### src/rtl/ysyx_22050019_wb_sched.sv
// Writeback scheduler: grants the single register-file write port to EXU or LSU strictly
// in sequence-tag order, registers the winner onto wb_*/commit_*, and flags protocol errors.
module ysyx_22050019_wb_sched #(
    parameter int unsigned SEQ_W   = 4,
    parameter int unsigned TIMEOUT = 255
) (
    input  logic             clk,
    input  logic             rst_n,

    input  logic             exu_valid_i,
    output logic             exu_ready_o,
    input  logic [SEQ_W-1:0] exu_seq_i,
    input  logic             exu_we_i,
    input  logic [4:0]       exu_waddr_i,
    input  logic [63:0]      exu_wdata_i,
    input  logic [63:0]      exu_pc_i,
    input  logic [31:0]      exu_inst_i,

    input  logic             lsu_valid_i,
    output logic             lsu_ready_o,
    input  logic [SEQ_W-1:0] lsu_seq_i,
    input  logic             lsu_we_i,
    input  logic [4:0]       lsu_waddr_i,
    input  logic [63:0]      lsu_wdata_i,
    input  logic [63:0]      lsu_pc_i,
    input  logic [31:0]      lsu_inst_i,

    input  logic             flush_i,
    input  logic [SEQ_W-1:0] flush_seq_i,

    output logic             wb_we_o,
    output logic [4:0]       wb_waddr_o,
    output logic [63:0]      wb_wdata_o,
    output logic             commit_o,
    output logic [63:0]      commit_pc_o,
    output logic [31:0]      commit_inst_o,
    output logic [SEQ_W-1:0] exp_seq_o,
    output logic             err_collide_o,
    output logic             err_timeout_o
);

    localparam int unsigned CntW = (TIMEOUT < 2) ? 1 : $clog2(TIMEOUT + 1);
    localparam logic [CntW-1:0] CntMax = CntW'(TIMEOUT);

    logic [SEQ_W-1:0] exp_seq_q, exp_seq_d;
    logic [CntW-1:0]  wait_cnt_q, wait_cnt_d;
    logic             wb_we_q, commit_q, err_collide_q, err_timeout_q;
    logic [4:0]       wb_waddr_q;
    logic [63:0]      wb_wdata_q, commit_pc_q;
    logic [31:0]      commit_inst_q;

    logic exu_hit, lsu_hit, exu_grant, lsu_grant, grant, waiting;
    logic        win_we;
    logic [4:0]  win_waddr;
    logic [63:0] win_wdata, win_pc;
    logic [31:0] win_inst;

    always_comb begin
        exu_hit   = exu_valid_i && (exu_seq_i == exp_seq_q);
        lsu_hit   = lsu_valid_i && (lsu_seq_i == exp_seq_q);
        // Ready is gated by reset so nothing is accepted while the core is held.
        lsu_grant = rst_n && lsu_hit && !flush_i;
        exu_grant = rst_n && exu_hit && !lsu_hit && !flush_i;
        grant     = exu_grant || lsu_grant;
        waiting   = (exu_valid_i || lsu_valid_i) && !grant && !flush_i;

        win_we    = lsu_grant ? lsu_we_i    : exu_we_i;
        win_waddr = lsu_grant ? lsu_waddr_i : exu_waddr_i;
        win_wdata = lsu_grant ? lsu_wdata_i : exu_wdata_i;
        win_pc    = lsu_grant ? lsu_pc_i    : exu_pc_i;
        win_inst  = lsu_grant ? lsu_inst_i  : exu_inst_i;

        exp_seq_d = exp_seq_q;
        if (flush_i) begin
            exp_seq_d = flush_seq_i;
        end else if (grant) begin
            exp_seq_d = exp_seq_q + SEQ_W'(1);
        end

        wait_cnt_d = wait_cnt_q;
        if (flush_i || grant) begin
            wait_cnt_d = '0;
        end else if (waiting && wait_cnt_q != CntMax) begin
            wait_cnt_d = wait_cnt_q + CntW'(1);
        end
    end

    always_ff @(posedge clk) begin
        if (!rst_n) begin
            exp_seq_q     <= '0;
            wait_cnt_q    <= '0;
            wb_we_q       <= 1'b0;
            wb_waddr_q    <= '0;
            wb_wdata_q    <= '0;
            commit_q      <= 1'b0;
            commit_pc_q   <= '0;
            commit_inst_q <= '0;
            err_collide_q <= 1'b0;
            err_timeout_q <= 1'b0;
        end else begin
            exp_seq_q  <= exp_seq_d;
            wait_cnt_q <= wait_cnt_d;
            // x0 is architecturally hardwired, so its writes are suppressed here.
            wb_we_q    <= grant && win_we && (win_waddr != 5'd0);
            commit_q   <= grant;
            if (grant) begin
                wb_waddr_q    <= win_waddr;
                wb_wdata_q    <= win_wdata;
                commit_pc_q   <= win_pc;
                commit_inst_q <= win_inst;
            end
            if (exu_hit && lsu_hit) begin
                err_collide_q <= 1'b1;
            end
            if (waiting && wait_cnt_d == CntMax) begin
                err_timeout_q <= 1'b1;
            end
        end
    end

    assign exu_ready_o   = exu_grant;
    assign lsu_ready_o   = lsu_grant;
    assign wb_we_o       = wb_we_q;
    assign wb_waddr_o    = wb_waddr_q;
    assign wb_wdata_o    = wb_wdata_q;
    assign commit_o      = commit_q;
    assign commit_pc_o   = commit_pc_q;
    assign commit_inst_o = commit_inst_q;
    assign exp_seq_o     = exp_seq_q;
    assign err_collide_o = err_collide_q;
    assign err_timeout_o = err_timeout_q;

endmodule
### config.mk
export PLATFORM = sky130hd
export DESIGN_NAME = ysyx_22050019_wb_sched
export DESIGN_NICKNAME = d
export VERILOG_FILES = /design/src/rtl/ysyx_22050019_wb_sched.sv
export SDC_FILE = /design/constraint.sdc
export NUM_CORES = 1
export LEC_CHECK = 0
export BUFFER_PORTS_ARGS = -buffer_cell sky130_fd_sc_hd__buf_2
export CORE_AREA = 2 2 204 206
export DETAILED_ROUTE_END_ITERATION = 8
export DIE_AREA = 0 0 206 208
export MAX_ROUTING_LAYER = met4
export RECOVER_POWER = 25
export SLEW_MARGIN = 25
export SYNTH_ARGS = -nofsm -noshare
export SYNTH_HDL_FRONTEND = slang
export SYNTH_SLANG_ARGS = --single-unit
export TNS_END_PERCENT = 30
### constraint.sdc
create_clock -name clk -period 2.45 [get_ports clk]
set_clock_uncertainty 0.1 [all_clocks]
set_input_delay 0.3675 -clock clk [delete_from_list [all_inputs] [get_ports clk]]
set_output_delay 0.3675 -clock clk [all_outputs]
set_load 0.01 [all_outputs]
# After elaboration in Yosys (flattened, before gate mapping)
# Index checks and enable logic that the tools add are counted.
# word_totals
romBits,0
mem_bits_rw,0
mem_count,0
latch_bits,0
elab_cells,47
reg_bits,181
in_bits,349
output_inout_bits,175
# classes
n_eq_ne,4
muxes,9
n_shift,0
n_mul,0
addsub,2
magnitude_cmp,0
div_mod_pow,0
n_reduce_logical,22
bitwise,0
# op_table
operator,count
two-way mux 64 bit,2
two-way mux 32 bit,1
two-way mux 8 bit,2
logical AND 1 bit,14
"adder 8 x 1 -> 8 bit, second input constant",1
== test 4 bit,2
"== test 8 bit, second input constant",1
two-way mux 4 bit,2
"inequality test 8 bit, second input constant",1
two-way mux 5 bit,1
nonzero test 5 bit,1
"adder 4 x 1 -> 4 bit, second input constant",1
logical NOT 1 bit,3
logical OR 1 bit,3
nonzero test 2 bit,1
two-way mux 1 bit,1

# Depth between registers and ports, before layout
# depth
word_depth,14
mapped_depth,10
ltp_nobuf,7

# Worst setup path after synthesis
# No wires, ideal clock.
# synth_path
path_type,register to register
startpoint,reg wait_cnt_q[0]
endpoint,reg err_timeout_q (netlist: err_timeout_o)
t_required_ns,2.254
path_buffers,2
setup_slack_ns,0.270
period_less_slack_ns,2.180
stages_incl_launch_ff,10
setup_time_ns,0.096
arrival_ns,1.984
path_cell_list,dfxtp_1 -> ha_1 -> buf_4 -> nand2_2 -> nor3_4 -> or2_1 -> buf_6 -> a41oi_1 -> or4_1 -> o41ai_2
# synth_via
elab_chain_cells,6
elab_cells_between_ends,7
classes_between,1 x add/sub; 2 x eq/ne; 2 x mux; 2 x reduce/logical
# synth_lines
element,line,rtl
"start, declared",46,"logic [CntW-1:0] wait_cnt_q, wait_cnt_d;"
"start signal, assigned",102,wait_cnt_q <= wait_cnt_d;
"parallel branches: the longest is 2 deep, another holds adder 8 x 1 -> 8 bit",-,
two-way mux 8 bit *,83,end else if (waiting && wait_cnt_q != CntMax) begin
two-way mux 8 bit *,81,if (flush_i || grant) begin
== test 8 bit *,115,if (waiting && wait_cnt_d == CntMax) begin
logical AND 1 bit *,115,
"end signal, assigned",99,err_timeout_q <= 1'b0;
"end signal, assigned",116,err_timeout_q <= 1'b1;
"end, declared",47,"logic wb_we_q, commit_q, err_collide_q, err_timeout_q;"
# Every way passes the cells marked *.
# A chain may end at the register's enable or synchronous reset.

# Worst setup path in the final report
# layout_path
startpoint,reg exp_seq_q[3] (netlist: exp_seq_o[3])
endpoint,out lsu_ready_o
# layout_via
elab_chain_cells,4
# layout_lines
element,line,rtl
"start, declared",45,"logic [SEQ_W-1:0] exp_seq_q, exp_seq_d;"
"start signal, assigned",101,exp_seq_q <= exp_seq_d;
== test 4 bit,60,lsu_hit = lsu_valid_i && (lsu_seq_i == exp_seq_q);
logical AND 1 bit,60,
logical AND 1 bit (2 in a row),62,lsu_grant = rst_n && lsu_hit && !flush_i;
"end, declared",20,"output logic lsu_ready_o,"
# Every way passes these cells.

==> impl_metrics.py <==
metrics = {
    "outcome": {
        "status": "finished, final reports clean",
    },
    "logic_synthesis": {
        "ys_async_sr_fraction_pct": 0,
        "ys_seq_elements": 181,
        "synth_top_cell_by_area": "dfxtp_1",
        "synth_area_per_cell_um2": 10.1,
        "syn_inst": 859,
        "ys.flop_type": "dfxtp_1",
        "yosys-top-cells-area": "dfxtp_1 42%, mux2i_1 19%, o211a_1 19%, nand2_1 7.4%, buf_2 2.0%",
        "synth_warnings": 0,
        "synth_top_area_share_pct": 41.8,
        "syn-cell-area_mm2": 0.00867,
        "syn_nets": 1210,
        "synth.lib_cells_used.distinct": 47,
        "seq_area_frac_synth_pct": 41.8,
        "synth_edf_count": 0,
    },
    "detailed_routing": {
        "dr.pass1.iters": 4,
        "detail-route-antenna-nets": 0,
        "wl_per_cell_um": 14.8,
        "routed_via_density": 4.40,
        "finalWirelength_um": 28500,
        "drc": 0,
        "drtIter0Drc": 386,
        "dr_total_vias": 8462,
    },
    "critical_path": {
        "cp.required_ns": 1.98,
        "setup.worst_path.class": "reg2out",
        "endpoint_kind": "output port",
        "reg2reg_depth": 9,
        "cp-start-kind": "flip-flop",
        "crit_fanout": 17,
        "cp.arrival_ns": 1.86,
    },
    "clock_network": {
        "insertion_delay_ns": 0.45,
        "clockBufferDepth": 2,
        "cts_made_buffers": 17,
        "hold_buffers": 0,
        "root_buffer": "clkbuf_16",
        "htreeDepth": 4,
        "tritoncts": "yes",
        "clk_pin_slew_worst_paths_ns": 0.07,
        "cts_sinks": 181,
    },
    "timing": {
        "setup_tns_ns": 0,
        "rsz0062_at_grt": "false",
        "fmax_ghz": 0.430,
        "setup_ws_ns": 0.126,
        "max_slew.worst_pin.slew_ns": 0.830,
        "finalSetupViolCount": 0,
        "maxSlewViolCount": 0,
        "hold_viol_final": 0,
        "slew_headroom_pct": 44.7,
        "period_share_pct": 94.8,
        "min_period_ns": 2.32,
    },
    "finish": {
        "drive_gt1_share_pct": 38.8,
        "antenna_cells": 0,
        "final_cell_mix": "434 x buf_2, 180 x dfxtp_1, 170 x nand2_1",
        "nets": 1729,
        "synthToLayoutAreaGrowth_pct": 45.6,
        "final_common_cell": "buf_2",
        "final_area_mm2": 0.0126,
    },
    "global_route": {
        "grt_antenna_before_repair": 0,
        "grt-ovfl-total": 0,
        "grt_max_degree": 76,
        "grt_util_all_layers_pct": 12.9,
        "grt_pass1_wl_um": 41400,
        "grt_pass1_vias": 8110,
    },
    "placed_design": {
        "routabilityCongestion": 0.895,
        "place_hpwl_um": 21900,
        "port_buffers": 523,
        "post-place-ws_ns": 0.0743,
        "dpl_cell_area_mm2": 0.0120,
    },
    "hold_path": {
        "holdPathStages": 3,
        "hold_class": "in2reg",
    },
    "floorplan": {
        "die_y_um": 208,
        "initial_core_util_pct": 21.4,
        "ioPinCount": 524,
        "die_area_mm2": 0.0428,
        "rows": 74,
        "die_w_um": 206,
        "core_area_mm2": 0.0406,
    },
    "power_and_ir_drop": {
        "irDropWorstVdd_mv": 0.473,
        "cellLeakagePower_nw": 7.15,
        "p_per_area_mw_per_mm2": 534,
    },
    "flow_run": {
        "cap_violations": 0,
    },
}
==> repair_timing <==
item                                    in CTS  in global routing
resized for setup                            6                  4
gates cloned                                 1                  0
endpoints found under the setup margin       1                 10
setup buffers                                1                  0
==> worst paths after layout <==
check | slack [ns] | end | start
max | 0.13 | lsu_ready_o | exp_seq_o[3]
min | 0.06 | exp_seq_o[1] | flush_seq_i[1]
max reg2reg | 0.19 | exp_seq_o[2] | exp_seq_o[3]
min reg2reg | 0.36 | err_timeout_o | err_timeout_o
==> final cells by class <==
class                           instances  area (um^2)
Clock buffer                           19          453
Clock inverter                         13          168
Fill cell                            4297        27900
Inverter                                5         31.3
Multi-Input combinational cell        595         4650
Sequential cell                       181         3620
Tap cell                              532          666
Timing Repair Buffer                  578         3030
==> power by group <==
| group | internal (mW) | leakage, nW | switching, mW |
|---|---|---|---|
| sequential | 3.01 | 1.46 | 0.0388 |
| combinational | 0.399 | 5.39 | 0.370 |
| clock | 1.67 | 0.301 | 1.25 |
==> registers in the layout (all words and copies together), names as in the netlist <==
name and count:
wb_wdata_o 64, wb_waddr_o 5, wb_we_o 1, wait_cnt_q 8, commit_inst_o 32, commit_pc_o 64
commit_o 1, err_collide_o 1, exp_seq_o 4, err_timeout_o 1
==> metal layers <==
layer,part of all wire (%),track usage (%),wire [um]
met5,0,-,0
met4,2.1,5.05,586
met3,7.7,3.40,2200
met2,50,22.7,14200
met1,40,13.5,11400
==> through the flow <==
stage               total power, mW  hold WS (ns)  instances  utilization, %
floorplan                      3.43         0.391        859               -
global placement               3.88         0.338       1889            29.6
detailed placement             3.88         0.346       1889            29.6
CTS                            6.90       0.00374       1923            31.3
global route                   7.07        0.0446       1923            31.1
finish                         6.74        0.0579       1923            31.1
==> cell families (layout without fill, tap and decap cells) <==
| family | Yosys count | in the layout | share of synthesized area (%) |
|---|---|---|---|
| AOI/OAI and AO/OA | 190 | 190 | 21.3 |
| buffers and inverters | 83 | 615 | 5.00 |
| adders and majority gates | 2 | 2 | 0.289 |
| and+or+nand+nor | 222 | 222 | 10.9 |
| xor gates and xnor gates | 13 | 13 | 1.31 |
| DFF | 181 | 181 | 41.8 |
| muxes | 168 | 168 | 19.4 |
==> cell usage after synthesis, types with 5 or more instances <==
cell type	n
o211a_1	165
nand2_1	170
o21ai_0	7
xnor2_1	13
clkbuf_1	23
nand3_1	9
buf_2	35
nor2_1	12
buf_4	11
mux2i_1	168
dfxtp_1	181
nor3_1	10
clkbuf_4	5
==> worst max-delay path, cell delays in order (launching register included) <==
cell	delay [ns]
dfxtp_2	0.36
xnor2_2	0.18
nand3_2	0.14
nor3_4	0.23
buf_6	0.14
buf_16	0.16
buf_2	0.15
(Power assumes the default switching activity.)
